==> config.mk <==
export PLATFORM = sky130hd
export DESIGN_NAME = csr_file
export DESIGN_NICKNAME = d
export VERILOG_FILES = /design/src/rtl/csr_pkg.sv /design/src/rtl/csr_file_wdata_alu.sv /design/src/rtl/csr_file.sv
export SDC_FILE = /design/constraint.sdc
export NUM_CORES = 2
export LEC_CHECK = 0
export ABC_AREA = 1
export CAP_MARGIN = 20
export CORE_AREA = 2 2 431 433
export DETAILED_ROUTE_END_ITERATION = 8
export DIE_AREA = 0 0 433 435
export MAX_ROUTING_LAYER = met4
export SKIP_LAST_GASP = 1
export SLEW_MARGIN = 20
export SYNTH_ARGS = -nofsm -noshare
export SYNTH_HDL_FRONTEND = slang
export SYNTH_SLANG_ARGS = --single-unit
==> constraint.sdc <==
create_clock -name clk -period 33.6 [get_ports clk]
set_input_delay 6.72 -clock clk [delete_from_list [all_inputs] [get_ports clk]]
set_output_delay 6.72 -clock clk [all_outputs]
set_load 0.05 [all_outputs]
==> src/rtl/csr_pkg.sv <==
// Shared CSR types, addresses, write masks and the packed view of all machine-mode CSRs.
package csr_pkg;

  typedef enum logic [1:0] {
    CSR_RW = 2'd1,
    CSR_RS = 2'd2,
    CSR_RC = 2'd3
  } csr_op_t;

  typedef logic [11:0] csr_addr_t;

  localparam csr_addr_t CSR_MSTATUS  = 12'h300;
  localparam csr_addr_t CSR_MIE      = 12'h304;
  localparam csr_addr_t CSR_MTVEC    = 12'h305;
  localparam csr_addr_t CSR_MSCRATCH = 12'h340;
  localparam csr_addr_t CSR_MEPC     = 12'h341;
  localparam csr_addr_t CSR_MCAUSE   = 12'h342;
  localparam csr_addr_t CSR_MTVAL    = 12'h343;
  localparam csr_addr_t CSR_MIP      = 12'h344;
  localparam csr_addr_t CSR_SATP     = 12'h180;
  localparam csr_addr_t CSR_MCYCLE   = 12'hB00;
  localparam csr_addr_t CSR_MHARTID  = 12'hF14;

  localparam int unsigned MSTATUS_MIE  = 3;
  localparam int unsigned MSTATUS_MPIE = 7;
  localparam int unsigned MSTATUS_MPP  = 11;

  localparam logic [63:0] MSTATUS_WMASK = 64'h0000_0000_0000_1888;
  localparam logic [63:0] MIP_WMASK     = 64'h0;
  localparam logic [63:0] ALIGN4_WMASK  = ~64'h3;

  typedef struct packed {
    logic [63:0] mstatus;
    logic [63:0] mie;
    logic [63:0] mtvec;
    logic [63:0] mscratch;
    logic [63:0] mepc;
    logic [63:0] mcause;
    logic [63:0] mtval;
    logic [63:0] mip;
    logic [63:0] mcycle;
    logic [63:0] satp;
    logic [63:0] mhartid;
  } csr_pack;

  // Address space 0xC00-0xFFF is read-only by encoding.
  function automatic logic csr_read_only(input csr_addr_t addr);
    return addr[11:10] == 2'b11;
  endfunction

endpackage

==> src/rtl/csr_file_wdata_alu.sv <==
// CSR read-modify-write and per-CSR write-mask merge, with the mstatus.MPP WARL fix-up.
module csr_wdata_alu
  import csr_pkg::*;
(
  input  csr_op_t     op,
  input  logic [63:0] old,
  input  logic [63:0] src,
  input  logic [63:0] mask,
  input  logic        warl_mpp,
  output logic [63:0] wdata
);

  logic [63:0] rmw;
  logic [63:0] merged;

  always_comb begin
    rmw = old;
    unique case (op)
      CSR_RW:  rmw = src;
      CSR_RS:  rmw = old | src;
      CSR_RC:  rmw = old & ~src;
      default: rmw = old;
    endcase

    merged = (old & ~mask) | (rmw & mask);
    // MPP only holds M (11) or U (00); other encodings keep the previous mode.
    if (warl_mpp && (merged[MSTATUS_MPP +: 2] == 2'b01 || merged[MSTATUS_MPP +: 2] == 2'b10))
      merged[MSTATUS_MPP +: 2] = old[MSTATUS_MPP +: 2];
    wdata = merged;
  end

endmodule

==> src/rtl/csr_file.sv <==
// Machine-mode CSR storage, write path, mcycle counter, trap entry and mret updates.
// Optional feature macro: CSR_TRAP_EN enables trap/mret state updates.
module csr_file
  import csr_pkg::*;
#(
  parameter logic [63:0] HART_ID = 64'd0
) (
  input  logic        clk,
  input  logic        reset,
  input  logic        wr_valid,
  input  csr_op_t     wr_op,
  input  logic [11:0] wr_addr,
  input  logic [63:0] wr_src,
  output logic        wr_illegal,
  input  logic        trap_valid,
  input  logic [63:0] trap_cause,
  input  logic [63:0] trap_pc,
  input  logic [63:0] trap_tval,
  input  logic        mret_valid,
  output logic [63:0] trap_target,
  output logic [63:0] mret_target,
  output csr_pack     csr
);

  csr_pack     q;
  csr_pack     d;
  logic [63:0] old;
  logic [63:0] mask;
  logic        warl_mpp;
  logic        hit;
  logic        read_only;
  logic        no_write;
  logic        we;
  logic [63:0] wdata;

  always_comb begin
    old      = '0;
    mask     = '0;
    warl_mpp = 1'b0;
    hit      = 1'b1;
    unique case (wr_addr)
      CSR_MSTATUS:  begin old = q.mstatus;  mask = MSTATUS_WMASK; warl_mpp = 1'b1; end
      CSR_MIE:      begin old = q.mie;      mask = '1; end
      CSR_MTVEC:    begin old = q.mtvec;    mask = ALIGN4_WMASK; end
      CSR_MSCRATCH: begin old = q.mscratch; mask = '1; end
      CSR_MEPC:     begin old = q.mepc;     mask = ALIGN4_WMASK; end
      CSR_MCAUSE:   begin old = q.mcause;   mask = '1; end
      CSR_MTVAL:    begin old = q.mtval;    mask = '1; end
      CSR_MIP:      begin old = q.mip;      mask = MIP_WMASK; end
      CSR_SATP:     begin old = q.satp;     mask = '1; end
      CSR_MCYCLE:   begin old = q.mcycle;   mask = '1; end
      CSR_MHARTID:  begin old = q.mhartid;  mask = '0; end
      default:      hit = 1'b0;
    endcase
  end

  // Set/clear with a zero source is a pure read, so it is legal even on read-only CSRs.
  assign read_only  = csr_read_only(wr_addr);
  assign no_write   = (wr_op != CSR_RW) && (wr_src == '0);
  assign wr_illegal = wr_valid && (!hit || (read_only && !no_write));
  assign we         = wr_valid && hit && !read_only && !no_write;

  csr_wdata_alu u_wdata_alu (
    .op       (wr_op),
    .old      (old),
    .src      (wr_src),
    .mask     (mask),
    .warl_mpp (warl_mpp),
    .wdata    (wdata)
  );

  always_comb begin
    d        = q;
    d.mcycle = q.mcycle + 64'd1;
`ifdef CSR_TRAP_EN
    if (trap_valid) begin
      d.mepc                  = trap_pc & ~64'h3;
      d.mcause                = trap_cause;
      d.mtval                 = trap_tval;
      d.mstatus[MSTATUS_MPIE] = q.mstatus[MSTATUS_MIE];
      d.mstatus[MSTATUS_MIE]  = 1'b0;
      d.mstatus[MSTATUS_MPP +: 2] = 2'b11;
    end else if (mret_valid) begin
      d.mstatus[MSTATUS_MIE]  = q.mstatus[MSTATUS_MPIE];
      d.mstatus[MSTATUS_MPIE] = 1'b1;
      d.mstatus[MSTATUS_MPP +: 2] = 2'b00;
    end else if (we) begin
`else
    if (we) begin
`endif
      unique case (wr_addr)
        CSR_MSTATUS:  d.mstatus  = wdata;
        CSR_MIE:      d.mie      = wdata;
        CSR_MTVEC:    d.mtvec    = wdata;
        CSR_MSCRATCH: d.mscratch = wdata;
        CSR_MEPC:     d.mepc     = wdata;
        CSR_MCAUSE:   d.mcause   = wdata;
        CSR_MTVAL:    d.mtval    = wdata;
        CSR_MIP:      d.mip      = wdata;
        CSR_SATP:     d.satp     = wdata;
        CSR_MCYCLE:   d.mcycle   = wdata;
        default:      ;
      endcase
    end
  end

`ifndef CSR_TRAP_EN
  logic unused_trap;
  assign unused_trap = ^{trap_valid, trap_cause, trap_pc, trap_tval, mret_valid};
`endif

  always_ff @(posedge clk or posedge reset) begin
    if (reset) begin
      q         <= '0;
      q.mhartid <= HART_ID;
    end else begin
      q <= d;
    end
  end

  assign csr         = q;
  assign trap_target = {q.mtvec[63:2], 2'b00};
  assign mret_target = q.mepc;

endmodule

==> metrics.md <==
| Metric | Value |
|---|---|
| Via count | `32443` |
| Sequential power share | `42.8%` |
| Synth-to-Final Area Change | `38.7%` |
| Critical path launch point type | `input pin` |
| Port Buf Inserts | `847` |
| Inserted Clock Buffers | `between 80 and 90` |
| Largest net degree at the start of global routing | `163` |
| Antenna violations before repair | `17` |
| Yosys top cell by area | `dfrtp_1` |
| Commonest non-fill, non-tap cell in the layout | `nand2_1` |
| Vias in the first global route | `31008` |
| HPWL after DPL | `between 150000 and 200000 microns` |
| Post-synthesis register bit count | `between 600 and 700` |
| Final Setup Violations | `0` |
| Setup_tns | `0 ns` |
| Unique masters post-synth | `46` |
| GRT overflow | `0` |
| Post CTS Setup Buffer Count | `0` |
| Total net switching power | `0.453 mW` |
| Synth warn | `0` |
| Most frequent cells in the layout | `nand2_1, clkdlybuf4s50_1, dfrtp_1` |
| Root buffer cell | `clkbuf_16` |
| Clk_lat worst skew | `approximately 0.74 ns` |
| Placed insts | `7039` |
| Cell Pwr Density | `40.4 nW/um^2` |
| Worst Max-Slew Pin Slew | `1.14 ns` |
| Max_slew headroom | `approximately a quarter` |
| Max VDD drop | `roughly 0.037 mV` |
| Synth top area cells | `dfrtp_1, nand2_1, buf_4, o21ai_0, a221oi_1` |
| # IOs | `1108` |
| Hold_buf cts | `0` |
| ANT nets after route | `0` |
| Die Y | `between 400 and 500 microns` |
| Non-Filler Instances | `roughly 7000` |
| Int Pwr | `1.35 mW` |
| DR iter-0 viols | `between 3000 and 4000` |
| Ys async rst share | `100%` |
| Routed WL | `209000 microns` |
| Max Slew Vio Count | `0` |
| Average size of a mapped cell | `7.83 sq um` |
| Max-cap check violation count | `0` |
| Hold Path Sink | `csr[211]` |
| Worst Skew | `around 0.054 ns` |
| Clock Power Share | `a little over half` |
| Leak | `21.0 nW` |
| Status | `completed` |
| Reg2Reg Depth | `10` |
| CTS resizes | `0` |
| Final Critical Period | `between 15 and 20 ns` |
| Starting Density | `17.5%` |
| Hold Path Depth | `0` |
| Type of the worst setup path | `in -> out` |
| Sequential area share after synthesis | `49.8%` |
| Post-Synthesis Cells | `between 4000 and 5000` |
| Std-Cell Rows | `between 150 and 200` |
| Core Area | `184000 sq um` |
| R2r endpoint | `csr[187]` |
| Net Sw Frac | `approximately 25%` |
| Clock slew at reported path FFs | `0.06 ns` |
| R2R setup slack | `approximately 30 ns` |
| Die Wd | `433 microns` |
| Number of vias per cell | `4.50` |
| Min-delay worst type | `reg -> reg` |
| Worst-path maximum fanout | `3` |
| Share of cells above drive strength 1 | `5.69%` |
| Total die area | `188000 sq um` |
| Crit. End Element | `output pin` |
| CTS sink cnt | `640` |
| Reg2reg start | `csr[143]` |
| Avg WL per Cell | `29.0 microns` |
| Hold Path Origin | `csr[211]` |
| Most used DFF post-synth | `dfrtp_1` |
| TritonRoute pass-1 iters | `5` |
| CTS H-tree lvls | `3` |
| All-Layer GR Usage | `22.2%` |
| WP data arrival | `roughly 11 ns` |
| Part of the cycle the worst path needs | `51.6%` |
| Req. time, crit path | `26.88 ns` |
| RSZ-0062 raised after global routing | `false` |
| CTS tree | `built` |
| Global-route wire length before repair | `roughly 280000 microns` |
| Area taken by multi-input logic gates | `12700 sq um` |
| Yosys top cell area share | `around 50%` |
| Post-synth EDFFs | `0` |
| FF+latch area | `16000 sq um` |
| Nets@finish | `about 5000` |
| Final hold vios | `0` |
| Max clock buf depth | `3` |
| Fillers | `20017` |
| Combinational Power Share | `3.6%` |
| Post-Syn Area | `roughly 32000 sq um` |
| Peak Freq | `57.7 MHz` |
| RD Place Congestion | `0.914` |
| DRC violations left | `0` |
==> cells in the mapped netlist, types with 2 or more instances <==
cell type / number
nand2_2: 6
nor4_1: 29
o21ai_0: 184
o21ai_1: 6
nand2_1: 1777
a221oi_1: 102
or2_2: 3
dfrtp_1: 640
nand3_2: 3
a21oi_1: 3
nand2_4: 2
o22ai_1: 44
clkinv_1: 5
buf_2: 76
a22o_1: 36
xor2_1: 31
buf_1: 17
nor3_1: 43
nor2_1: 129
o211ai_1: 42
nand3b_1: 21
buf_4: 220
clkbuf_1: 207
o2bb2ai_1: 8
or2_1: 2
nand4_1: 54
nand3_1: 151
a31oi_1: 2
nor2_2: 7
o21a_1: 5
xnor2_1: 5
inv_1: 206
inv_2: 20
nor2_4: 11
==> critical path: stages <==
cell,delay (ns)
clkdlybuf4s50_1,0.59
nor4_1,0.50
nand4_1,0.68
nor3b_1,1.01
or2_2,0.23
a21boi_0,0.13
clkdlybuf4s50_1,0.74
==> cells by family (layout without fill, tap and decap cells) <==
group                      count (synthesis)  count (layout)  synth area share (%)
xor gates and xnor gates                  36              36                 0.980
DFF                                      640             640                  49.8
and+or+nand+nor                         2244            2244                  28.5
adders and majority gates                  1               1                0.0389
buffers and inverters                    751            1289                  11.6
other                                      1              77                0.0117
AOI/OAI and AO/OA                        436             436                  9.07
==> per-layer routing <==
metal  part of all wire (%)  up-vias  global-route usage, %
met3                    7.2      456                   4.08
met1                     38    16053                   25.8
met2                     48     1893                   35.9
met4                    6.7        0                   12.4
met5                      0        -                      -
li1                       -    14041                      -
==> flip-flops by register name, summed over array words and instances, names as in the netlist <==
register	flops
csr	576
mret_target	64
==> worst max-delay path by stage <==
stage          startpoint         end  slack, ns
6_report       wr_src[41]  wr_illegal      16.27
2_1_floorplan       reset    csr[100]       8.95
3_5_place_dp   wr_src[41]  wr_illegal      16.40
4_1_cts        wr_src[41]  wr_illegal      16.38
5_1_grt        wr_src[41]  wr_illegal      16.19
3_3_place_gp   wr_src[41]  wr_illegal      16.36
==> stage by stage <==
step / hold slack [ns] / area [sq um] / utilization (%) / setup WS, ns / power (mW)
floorplan: 0.750 / 32400 / - / 8.95 / 0.828
global placement: 0.389 / 41700 / 22.6 / 16.36 / 0.850
detailed placement: 0.389 / 41700 / 22.6 / 16.40 / 0.851
CTS: 0.404 / 44600 / 24.2 / 16.38 / 1.82
global route: 0.411 / 44600 / 24.2 / 16.19 / 1.86
finish: 0.401 / 44600 / 24.2 / 16.27 / 1.80
==> power by group through the flow <==
stage	logic (mW)	registers (mW)	clock network, mW
6_report	0.0647	0.771	0.968
5_1_grt	0.0693	0.771	1.02
4_1_cts	0.0655	0.771	0.988
3_3_place_gp	0.0650	0.785	0
3_5_place_dp	0.0653	0.785	0
2_1_floorplan	0.0414	0.786	0
==> area by class of cell <==
| cell class | count | share of cell area [%] |
|---|---|---|
| flip-flops and latches | 640 | 35.9 |
| multi-input cells | 2783 | 28.5 |
| repair buffers | 905 | 20.0 |
| well taps | 2480 | 6.95 |
| clock buffers | 118 | 5.49 |
| inverters | 231 | 2.03 |
| clock inverters | 35 | 1.07 |
| diodes | 11 | 0.0617 |
Power figures use the tool's default switching activity.
